File: src/rtl/inst_loader_pkg.sv
// Shared definitions for the instruction-memory program loader.
//   - loader_state_t : loader FSM encoding (also exposed on the debug State port)
//   - IW_DEFAULT     : instruction address width shared with the instruction memory
//   - DW_DEFAULT     : machine-code word width shared with the instruction memory
package inst_loader_pkg;

    localparam int IW_DEFAULT = 10;
    localparam int DW_DEFAULT = 9;

    typedef enum logic [2:0] {
        IDLE,
        LEN,
        BODY,
        CHK,
        FIN
    } loader_state_t;

endpackage

File: src/rtl/inst_loader.sv
// Program loader for the single-cycle core's writable instruction memory.
// Accepts a framed stream (length word, N instruction words, XOR checksum
// word), writes the instructions from address 0 upward, holds the core in
// reset for the whole session and reports Done / Error at the end.
//
// Ports:
//   Clk        in   rising-edge clock
//   Reset_n    in   synchronous active-low reset
//   Start      in   begins a session; only looked at in IDLE
//   InData     in   DW-bit stream word
//   InValid    in   InData is valid
//   InReady    out  loader can accept a word (depends on state only)
//   WrEn       out  instruction-memory write strobe (registered)
//   WrAddress  out  IW-bit write address (registered)
//   WrData     out  DW-bit write data (registered)
//   CpuHold    out  keeps the core in reset while high
//   Done       out  one-cycle completion pulse (the FIN cycle)
//   Error      out  sticky session error, cleared by the next accepted Start
//   State      out  current FSM state, for debug/observation
//
// Handshake: a word is transferred on a rising edge where InValid && InReady.
// InValid without InReady consumes nothing; InValid low stalls any state.
module inst_loader
    import inst_loader_pkg::*;
#(
    parameter int IW = IW_DEFAULT,
    parameter int DW = DW_DEFAULT
) (
    input  logic          Clk,
    input  logic          Reset_n,
    input  logic          Start,
    input  logic [DW-1:0] InData,
    input  logic          InValid,
    output logic          InReady,
    output logic          WrEn,
    output logic [IW-1:0] WrAddress,
    output logic [DW-1:0] WrData,
    output logic          CpuHold,
    output logic          Done,
    output logic          Error,
    output loader_state_t State
);

    // Counter and Remaining carry one extra bit so a full 2**IW frame fits.
    localparam int CW = IW + 1;
    localparam logic [31:0] DEPTH = 32'(1) << IW;

    loader_state_t state, state_n;
    logic [CW-1:0] count, count_n;
    logic [CW-1:0] remaining, remaining_n;
    logic [DW-1:0] acc, acc_n;
    logic          cpu_hold_n, error_n, wr_en_n;
    logic [IW-1:0] wr_addr_n;
    logic [DW-1:0] wr_data_n;
    logic          xfer;
    logic          len_bad;

    // Moore outputs: both depend on state alone.
    assign InReady = (state == LEN) || (state == BODY) || (state == CHK);
    assign Done    = (state == FIN);
    assign State   = state;

    assign xfer    = InValid && InReady;
    assign len_bad = (InData == '0) || (32'(InData) > DEPTH);

    always_ff @(posedge Clk) begin
        if (!Reset_n) begin
            state     <= IDLE;
            count     <= '0;
            remaining <= '0;
            acc       <= '0;
            CpuHold   <= 1'b0;
            Error     <= 1'b0;
            WrEn      <= 1'b0;
            WrAddress <= '0;
            WrData    <= '0;
        end else begin
            state     <= state_n;
            count     <= count_n;
            remaining <= remaining_n;
            acc       <= acc_n;
            CpuHold   <= cpu_hold_n;
            Error     <= error_n;
            WrEn      <= wr_en_n;
            WrAddress <= wr_addr_n;
            WrData    <= wr_data_n;
        end
    end

    always_comb begin
        state_n     = state;
        count_n     = count;
        remaining_n = remaining;
        acc_n       = acc;
        cpu_hold_n  = CpuHold;
        error_n     = Error;
        wr_en_n     = 1'b0;         // strobe only on the edge after a body transfer
        wr_addr_n   = WrAddress;
        wr_data_n   = WrData;

        case (state)
            IDLE: begin
                if (Start) begin
                    state_n    = LEN;
                    cpu_hold_n = 1'b1;
                    error_n    = 1'b0;
                    count_n    = '0;
                    acc_n      = '0;
                end
            end
            LEN: begin
                if (xfer) begin
                    if (len_bad) begin
                        error_n = 1'b1;
                        state_n = FIN;
                    end else begin
                        remaining_n = CW'(InData);
                        state_n     = BODY;
                    end
                end
            end
            BODY: begin
                if (xfer) begin
                    wr_en_n     = 1'b1;
                    wr_addr_n   = count[IW-1:0];
                    wr_data_n   = InData;
                    acc_n       = acc ^ InData;
                    count_n     = count + CW'(1);
                    remaining_n = remaining - CW'(1);
                    // Last body word: remaining is about to hit zero.
                    if (remaining == CW'(1)) begin
                        state_n = CHK;
                    end
                end
            end
            CHK: begin
                if (xfer) begin
                    if (InData != acc) begin
                        error_n = 1'b1;
                    end
                    state_n = FIN;
                end
            end
            FIN: begin
                cpu_hold_n = 1'b0;
                state_n    = IDLE;
            end
            default: begin
                state_n = IDLE;
            end
        endcase
    end

endmodule

File: config.mk
export PLATFORM = sky130hd
export DESIGN_NAME = inst_loader
export DESIGN_NICKNAME = d
export VERILOG_FILES = /design/src/rtl/inst_loader_pkg.sv /design/src/rtl/inst_loader.sv
export SDC_FILE = /design/constraint.sdc
export NUM_CORES = 1
export LEC_CHECK = 0
export ABC_AREA = 1
export CORE_MARGIN = 2
export CORE_UTILIZATION = 35
export DETAILED_ROUTE_END_ITERATION = 12
export GPL_ROUTABILITY_DRIVEN = 0
export SETUP_SLACK_MARGIN = 0.4
export SYNTH_ARGS = -nofsm -noshare
export SYNTH_HDL_FRONTEND = slang
export SYNTH_SLANG_ARGS = --single-unit
File: constraint.sdc
create_clock -name Clk -period 4.05 [get_ports Clk]
set_clock_uncertainty 0.15 [all_clocks]
set_input_delay 1.0125 -clock Clk [delete_from_list [all_inputs] [get_ports Clk]]
set_output_delay 1.0125 -clock Clk [all_outputs]
set_load 0.02 [all_outputs]
# Yosys cells after proc, flatten, opt, wreduce, memory -nomap -nowiden

Index checks and enable logic that the tools add are counted.

Register bits after elaboration: 56
Input port bits: 13

$add $sub $neg: 2
Equal/unequal tests: 14
Multiplexer cells: 26
Bitwise logic cells: 1
Reduce and logical (&&, ||, !) cells: 16

Operator list:

| kind                    | number |
|---|---|
| $mux W11                | 5 |
| $pmux W11 S2            | 2 |
| $mux W3                 | 6 |
| $mux W9                 | 2 |
| $pmux W9 S2             | 1 |
| $ne A2 B2 Y1 const B    | 6 |
| $pmux W3 S4             | 1 |
| $add A11 B1 Y11 const B | 1 |
| $eq A11 B1 Y1 const B   | 1 |
| $sub A11 B1 Y11 const B | 1 |
| $logic_not A9 Y1        | 1 |
| $ne A9 B9 Y1            | 1 |
| $xor A9 B9 Y9           | 1 |
| $mux W1                 | 7 |
| $eq A3 B2 Y1 const B    | 2 |
| $reduce_and A2 Y1       | 3 |
| $reduce_and A6 Y1       | 1 |
| $reduce_bool A2 Y1      | 3 |
| $reduce_and A5 Y1       | 1 |
| $ne A2 B1 Y1 const B    | 2 |
| $reduce_and A4 Y1       | 1 |
| $eq A3 B1 Y1 const B    | 1 |
| $eq A3 B3 Y1 const B    | 1 |
| $logic_not A3 Y1        | 1 |
| other kinds (6)         | 7 |

# Depth between registers and ports, before layout

Gate-level depths: netlist of the first run.

Depth after elaboration: 6
Gate-level depth with buffers: 10

# Worst setup path before layout of the first run

OpenSTA, ideal clock, no wires.

Kind: register to output
Start point: register state[2] (netlist: State[2])
End point: output Done
Data arrival time: 1.124 ns
Required time: 2.888 ns
Setup slack: 1.763 ns
Cell stages (with the launch flop): 3
Path buffers: 0
Path through: dfxtp_1 inv_1 nor3_1

Word-level cells in the longest chain between the ends: 1

RTL lines:

| element                | line              | RTL |
|---|---|---|
| from (decl)            | inst_loader.sv:48 | `loader_state_t state, state_n;` |
| from (signal assigned) | inst_loader.sv:78 | `state <= state_n;` |
| $eq A3 B3 Y1           | inst_loader.sv:60 | `assign Done = (state == FIN);` |
| to (decl)              | inst_loader.sv:39 | `output logic Done,` |

Every way passes these cells.

# Worst setup path after layout of the first run

Same ends and word-level chain as after synthesis.

==> flow_summary_export.csv, run 1 <==
group,metric,value,unit
cts,insertion_delay_to_the_later_sink_of_the_worst_skew_pair,320,ps
pwr,vdd_ir_drop_max,0.179,mV
floorplanning,floorplan.io_pins,40,
layout,areaGrowthSynthToFinish,21.7,%
cts,cts-buffers-inserted,5,
sta,min_period_over_period,72.6,%
sta,timing.fmax,0.340,GHz
synthesis,postSynthNetCount,397,
place,detailedPlacementHpwl,4.65,mm
synthesis,yosys_warnings,0,
sta,relSlewSlack,45.0,%
cts,cts_htree_levels,2,
floorplanning,start_util,36.6,%
global_route,global_route_wire_length_before_repair,11.2,mm
global_route,grt_pass1_vias,2381,
worst_setup_path,timing.critical_path.fanout_max,7,
synthesis,synth-xor-area-share,3.27,%
synthesis,synth_async_sr_flop_share,0,%
synthesis,post_synth_fa_ha_maj_area_fraction,1.40,%
layout,count_of_nets_after_finishing,434,
min_path,timing.hold.worst_endpoint,"count[6]",
cts,clock_tree.root_cell,"sky130_fd_sc_hd__clkbuf_8",
synthesis,post-synth-top-area-fraction,41.1,%
min_path,timing.hold.worst_path_depth,2,
worst_setup_path,r2r_cells,10,
route,via_count,2461,
worst_setup_path,timing.critical_path.to_type,"primary output",
synthesis,syn_avg_cell_area,7.03,sq um
floorplanning,core_area,0.00733,sq mm
worst_setup_path,crit_path_start_kind,"flop",
global_route,global_route.usage.total,16.2,%
route,drt.antenna.violating_nets,0,
cts,clkSinkCount,55,
synthesis,synth-edff-count,0,
sta,rsz_0062_raised_after_global_routing,"false",
place,placement.io_buffers,39,
layout,fin_util,44.5,%
min_path,worstHoldPathType,"reg -> reg",
synthesis,synth-compound-area-share,14.3,%
cts,tritoncts,"done",
synthesis,synth.top_cells.by_count,"sky130_fd_sc_hd__nand2_1, sky130_fd_sc_hd__nor2_1, sky130_fd_sc_hd__dfxtp_1, sky130_fd_sc_hd__o21ai_0, sky130_fd_sc_hd__inv_1",
run_status,status,"finished clean",
worst_setup_path,crit_required,2890,ps
floorplanning,die-area,0.00837,sq mm
sta,finalCriticalPeriod,2940,ps
layout,fillCellCount,777,
synthesis,synth_flop_cell,"sky130_fd_sc_hd__dfxtp_1",
route,routed_via_density,4.75,
sta,number_of_max_slew_violations_in_the_final_report,0,
global_route,grt_max_degree,31,
pwr,leakage,1.33,nW
layout,n_antenna_cell,0,
global_route,antenna_found_initial,0,
sta,hold_viol,0,
synthesis,ys_ff_latch,55,
sta,timing_worst_slew_pin_value,824,ps
floorplanning,fp.dieW,91.5,microns
synthesis,synth_top_area_cell,"sky130_fd_sc_hd__dfxtp_1",
synthesis,synthMuxAreaShare,0,%
route,detail_route.first_pass.iterations,4,
route,routedWlPerCell,12.4,microns
synthesis,yosys.area_share.simple,32.4,%
route,drt-initial-drc-count,101,
worst_setup_path,timing.critical_path.cells,"inv_1 > nor3_1 > clkdlybuf4s50_1",
synthesis,synth_top_family_by_area,"simple AND/OR/NAND/NOR gates",
floorplanning,rows,31,
worst_setup_path,critical_path_s_largest_stage_delay,660,ps
cts,clock_transition_at_the_register_clock_pins_on_the_worst_setup_and_hold_paths_after_cts,110,ps
synthesis,netlist_instances,381,
worst_setup_path,ff2ff_setup_slack,2120,ps
global_route,global_route.overflow_total,0,
synthesis,synthTopCellsByArea,"sky130_fd_sc_hd__dfxtp_1, sky130_fd_sc_hd__nand2_1, sky130_fd_sc_hd__nor2_1, sky130_fd_sc_hd__o21ai_0, sky130_fd_sc_hd__a21oi_1",
synthesis,synth_seq_area_share,41.1,%
floorplanning,floorplan.die.height,91.5,microns
synthesis,syn-cell-area,0.00268,sq mm
synthesis,yosys.cell_count.top_type,"sky130_fd_sc_hd__nand2_1",
worst_setup_path,critical_path.reg2reg.startpoint,"State[2]",
sta,setup_viol_count_final,0,
cts,cts-resized-gates,0,
min_path,min_from,"count[6]",
sta,final.setup.tns,0,ps
worst_setup_path,timing.critical_path.arrival,1780,ps
pwr,power_density,625,mW/mm^2
route,route.final.wire_length,6.43,mm
layout,final_layout_size_suffix_gt1_share,5.73,%
cts,clk_path_buf_depth,2,
route,post-route-drc-count,0,
worst_setup_path,critical_r2r_capture,"count[7]",
cts,hold_buffers,0,
synthesis,synth.distinct_cells,31,
worst_setup_path,setup.worst_path.class,"reg -> out",
cts,post-cts-setup-buffer-count,0,
run,drv_cap,0,
worst_setup_path,cpMaxStageDelayCell,"sky130_fd_sc_hd__clkdlybuf4s50_1",
worst max-delay path: cells and delay by family (launching register included):
| kind | cells | cell delay (ps) |
|---|---|---|
| buffers and inverters | 2 | 750 |
| AND/OR/NAND/NOR | 1 | 220 |
| flip-flops | 1 | 490 |
placed cells by master, fill, tap and decap left out, drive strengths merged:
cell           count
a21oi             31
and3               1
buf                2
bufinv             1
clkbuf             5
clkdlybuf4s50     39
clkinv             1
dfxtp             55
ha                 3
inv               36
nand2             86
nand3             20
nand4              7
nor2              64
nor3               7
nor3b              1
nor4               1
o21ai             41
o21bai             1
or2                7
xnor2              8
xor2               2
final cells by class:
class | instances | area, sq um | share of cell area, %
multi-input cells | 280 | 1380 | 42.2
flip-flops and latches | 55 | 1100 | 33.8
repair buffers | 41 | 405 | 12.4
inverters | 35 | 136 | 4.18
well taps | 99 | 124 | 3.80
clock buffers | 5 | 68.8 | 2.11
clock inverters | 3 | 47.5 | 1.46
flip-flops by register name, indices dropped and copies added, names as in the netlist:
signal	flops
CpuHold	1
remaining	11
Error	1
WrData	9
State	3
WrAddress	10
WrEn	1
acc	9
count	10
stage by stage:
stage	area, sq um	power [mW]	std cells	hold slack [ps]	setup slack (ps)
final	3260	2.04	518	331	1110
after global routing	3260	2.21	518	353	993
after CTS	3260	2.06	518	334	1070
after detailed placement	3140	1.67	510	317	1240
after global placement	3140	1.66	510	313	1290
after floorplan	2680	1.39	381	294	1760
power breakdown:
group	internal [mW]	switching [mW]	leakage [nW]
combinational	0.343	0.587	0.825
sequential	0.640	0.0806	0.447
clock	0.188	0.197	0.0587
total	1.17	0.865	1.33
logic make-up after synthesis:
| logic type | after synthesis |
|---|---|
| buffers and inverters | 46 |
| adder cells (fa/ha/maj) | 3 |
| AND/OR/NAND/NOR | 194 |
| AO/OA/AOI/OAI | 73 |
| flip-flops | 55 |
| XOR/XNOR | 10 |
worst max-delay path by stage:
stage	cells after the start	end	startpoint
6_report	3	Done	State[2]
5_1_grt	3	Done	State[2]
3_5_place_dp	8	remaining[0]	InData[4]
2_1_floorplan	2	Done	State[2]
4_1_cts	3	Done	State[2]
3_3_place_gp	8	remaining[1]	InData[4]
metal layers:
metal	track usage [%]	vias to the layer above	part of all wire, %
met5	0	-	0
met4	4.55	0	0.92
met3	3.07	7	2.9
met2	26.6	29	46
met1	21.6	1124	50
li1	-	1301	-
Power figures use the tool's default switching activity.
==> run 2: changes to the inputs <==
Clock period 4.05 ns to 2.6 ns, I/O delays scaled along.
==> flow_summary_export.csv, run 2 (same netlist as run 1, synthesis figures left out) <==
group,metric,value,unit
pwr,power_density,960,mW/mm^2
pwr,leakage,1.37,nW
worst_setup_path,cp_top_family,"buffers and inverters",
place,pre_cts_ws,130,ps
route,routedWlPerCell,12.3,microns
worst_setup_path,timing.critical_path.arrival,1350,ps
sta,rsz_0062_raised_after_global_routing,"false",
sta,hold_viol,0,
cts,clkSinkCount,55,
cts,hold_buffers,0,
layout,areaGrowthSynthToFinish,23.0,%
sta,setup_viol_count_final,0,
worst_setup_path,cpMaxStageDelayCell,"sky130_fd_sc_hd__clkdlybuf4s50_1",
global_route,grt_max_degree,26,
sta,worst_slack,452,ps
run,drv_cap,0,
sta,final.setup.tns,0,ps
layout,n_antenna_cell,0,
worst_setup_path,timing.critical_path.cells,"clkdlybuf4s50_1",
place,postPlaceCellArea,0.00317,sq mm
cts,cts_htree_levels,2,
cts,clk_path_buf_depth,2,
cts,tritoncts,"done",
worst_setup_path,cp.buffers_inverters,1,
layout,top_register,"remaining",
layout,largest_register_ffs,11,
floorplanning,rows,31,
route,routed_via_density,4.77,
layout,layout.cell_area.non_filler,0.00330,sq mm
floorplanning,floorplan.io_pins,40,
worst_setup_path,setup.worst_path.class,"reg -> out",
global_route,antenna_found_initial,0,
sta,number_of_max_slew_violations_in_the_final_report,0,
cts,post-cts-setup-buffer-count,0,
layout,count_of_nets_after_finishing,438,
cts,insertion_delay_to_the_later_sink_of_the_worst_skew_pair,310,ps
sta,timing.fmax,0.466,GHz
global_route,global_route_wire_length_before_repair,11.1,mm
layout,final_common_cell,"sky130_fd_sc_hd__nand2_1",
worst_setup_path,crit_path_start_kind,"flop",
floorplanning,floorplan.die.height,91.5,microns
route,via_count,2491,
floorplanning,die-area,0.00837,sq mm
floorplanning,start_util,36.6,%
layout,mostFrequentLayoutCells,"sky130_fd_sc_hd__nand2_1, sky130_fd_sc_hd__nor2_1, sky130_fd_sc_hd__dfxtp_1",
layout,reg_top3,"remaining (11), WrAddress (10), count (10)",
route,drt-initial-drc-count,130,
route,detail_route.first_pass.iterations,4,
sta,min_period_over_period,82.6,%
pwr,vdd_ir_drop_max,0.346,mV
floorplanning,fp.dieW,91.5,microns
cts,clock_transition_at_the_register_clock_pins_on_the_worst_setup_and_hold_paths_after_cts,100,ps
place,detailedPlacementHpwl,4.76,mm
min_path,worstHoldPathType,"reg -> reg",
route,drt.antenna.violating_nets,0,
run_status,status,"finished clean",
route,route.final.wire_length,6.43,mm
route,post-route-drc-count,0,
worst_setup_path,timing.critical_path.to_type,"primary output",
global_route,global_route.overflow_total,0,
sta,finalHoldWorstSlack,329,ps
worst_setup_path,critical_path_s_largest_stage_delay,630,ps
worst_setup_path,timing.critical_path.fanout_max,6,
sta,timing_worst_slew_pin_value,838,ps
sta,finalCriticalPeriod,2150,ps
worst_setup_path,crit_required,1800,ps
layout,fillCellCount,754,
place,placement.io_buffers,39,
layout,final_layout_size_suffix_gt1_share,8.27,%
sta,relSlewSlack,44.1,%
cts,cts-buffers-inserted,5,
global_route,grt_pass1_vias,2453,
pwr,design_power_total,3.16,mW
cts,clock_tree.root_cell,"sky130_fd_sc_hd__clkbuf_8",
floorplanning,core_area,0.00733,sq mm
global_route,global_route.usage.total,16.1,%
==> run 2: cell count changes in the layout (fill, tap and decap cells not counted), moves of 2 or more <==
cell | previous run | this run
sky130_fd_sc_hd__dfxtp_2 | 0 | 3
sky130_fd_sc_hd__clkdlybuf4s50_1 | 39 | 35
sky130_fd_sc_hd__nor2_1 | 62 | 60
sky130_fd_sc_hd__dfxtp_1 | 55 | 52
sky130_fd_sc_hd__dlygate4sd2_1 | 0 | 2
sky130_fd_sc_hd__nor2_2 | 1 | 3
sky130_fd_sc_hd__buf_4 | 2 | 6
==> run 2: cell type report <==
cell class                      count  area, sq um  area share [%]
Sequential cell                    55         1100            33.5
Timing Repair Buffer               45          430            13.1
Multi-Input combinational cell    280         1390            42.1
Inverter                           35          136            4.14
Clock inverter                      3         43.8            1.33
Clock buffer                        5         68.8            2.09
Tap cell                           99          124            3.76
==> run 2: worst min-delay path, stage by stage, from the launching register on <==
cell	delay, ps
sky130_fd_sc_hd__dfxtp_1	320
sky130_fd_sc_hd__inv_1	70
sky130_fd_sc_hd__a21oi_1	60
==> run 2: repair_timing <==
action                                  CTS  global route
pin swaps                                 0             0
endpoints found under the setup margin    5             6
gates resized for setup                   5             8
==> run 2: worst paths after layout <==
check	start	end	slack [ps]	cells after the start
hold reg to reg	count[6]	count[6]	330	2
hold / removal	count[6]	count[6]	330	2
setup reg to reg	State[2]	acc[3]	850	7
setup / recovery	State[1]	State[1]	450	1
==> run 2: stage by stage <==
stage | std cells | util, %
2_1_floorplan | 381 | -
3_3_place_gp | 514 | 43.3
3_5_place_dp | 514 | 43.3
4_1_cts | 522 | 44.8
5_1_grt | 522 | 45.0
6_report | 522 | 45.0
==> run 2: report_power, final <==
group          switching (mW)  internal, mW
sequential              0.124          1.00
clock                   0.291         0.287
combinational           0.921         0.537
total                    1.34          1.83
==> run 2: layer usage <==
layer	GRT usage [%]	wire length, microns
met4	3.79	46
met5	0	0
met3	3.49	229
met2	28.1	3100
met1	20.0	3060
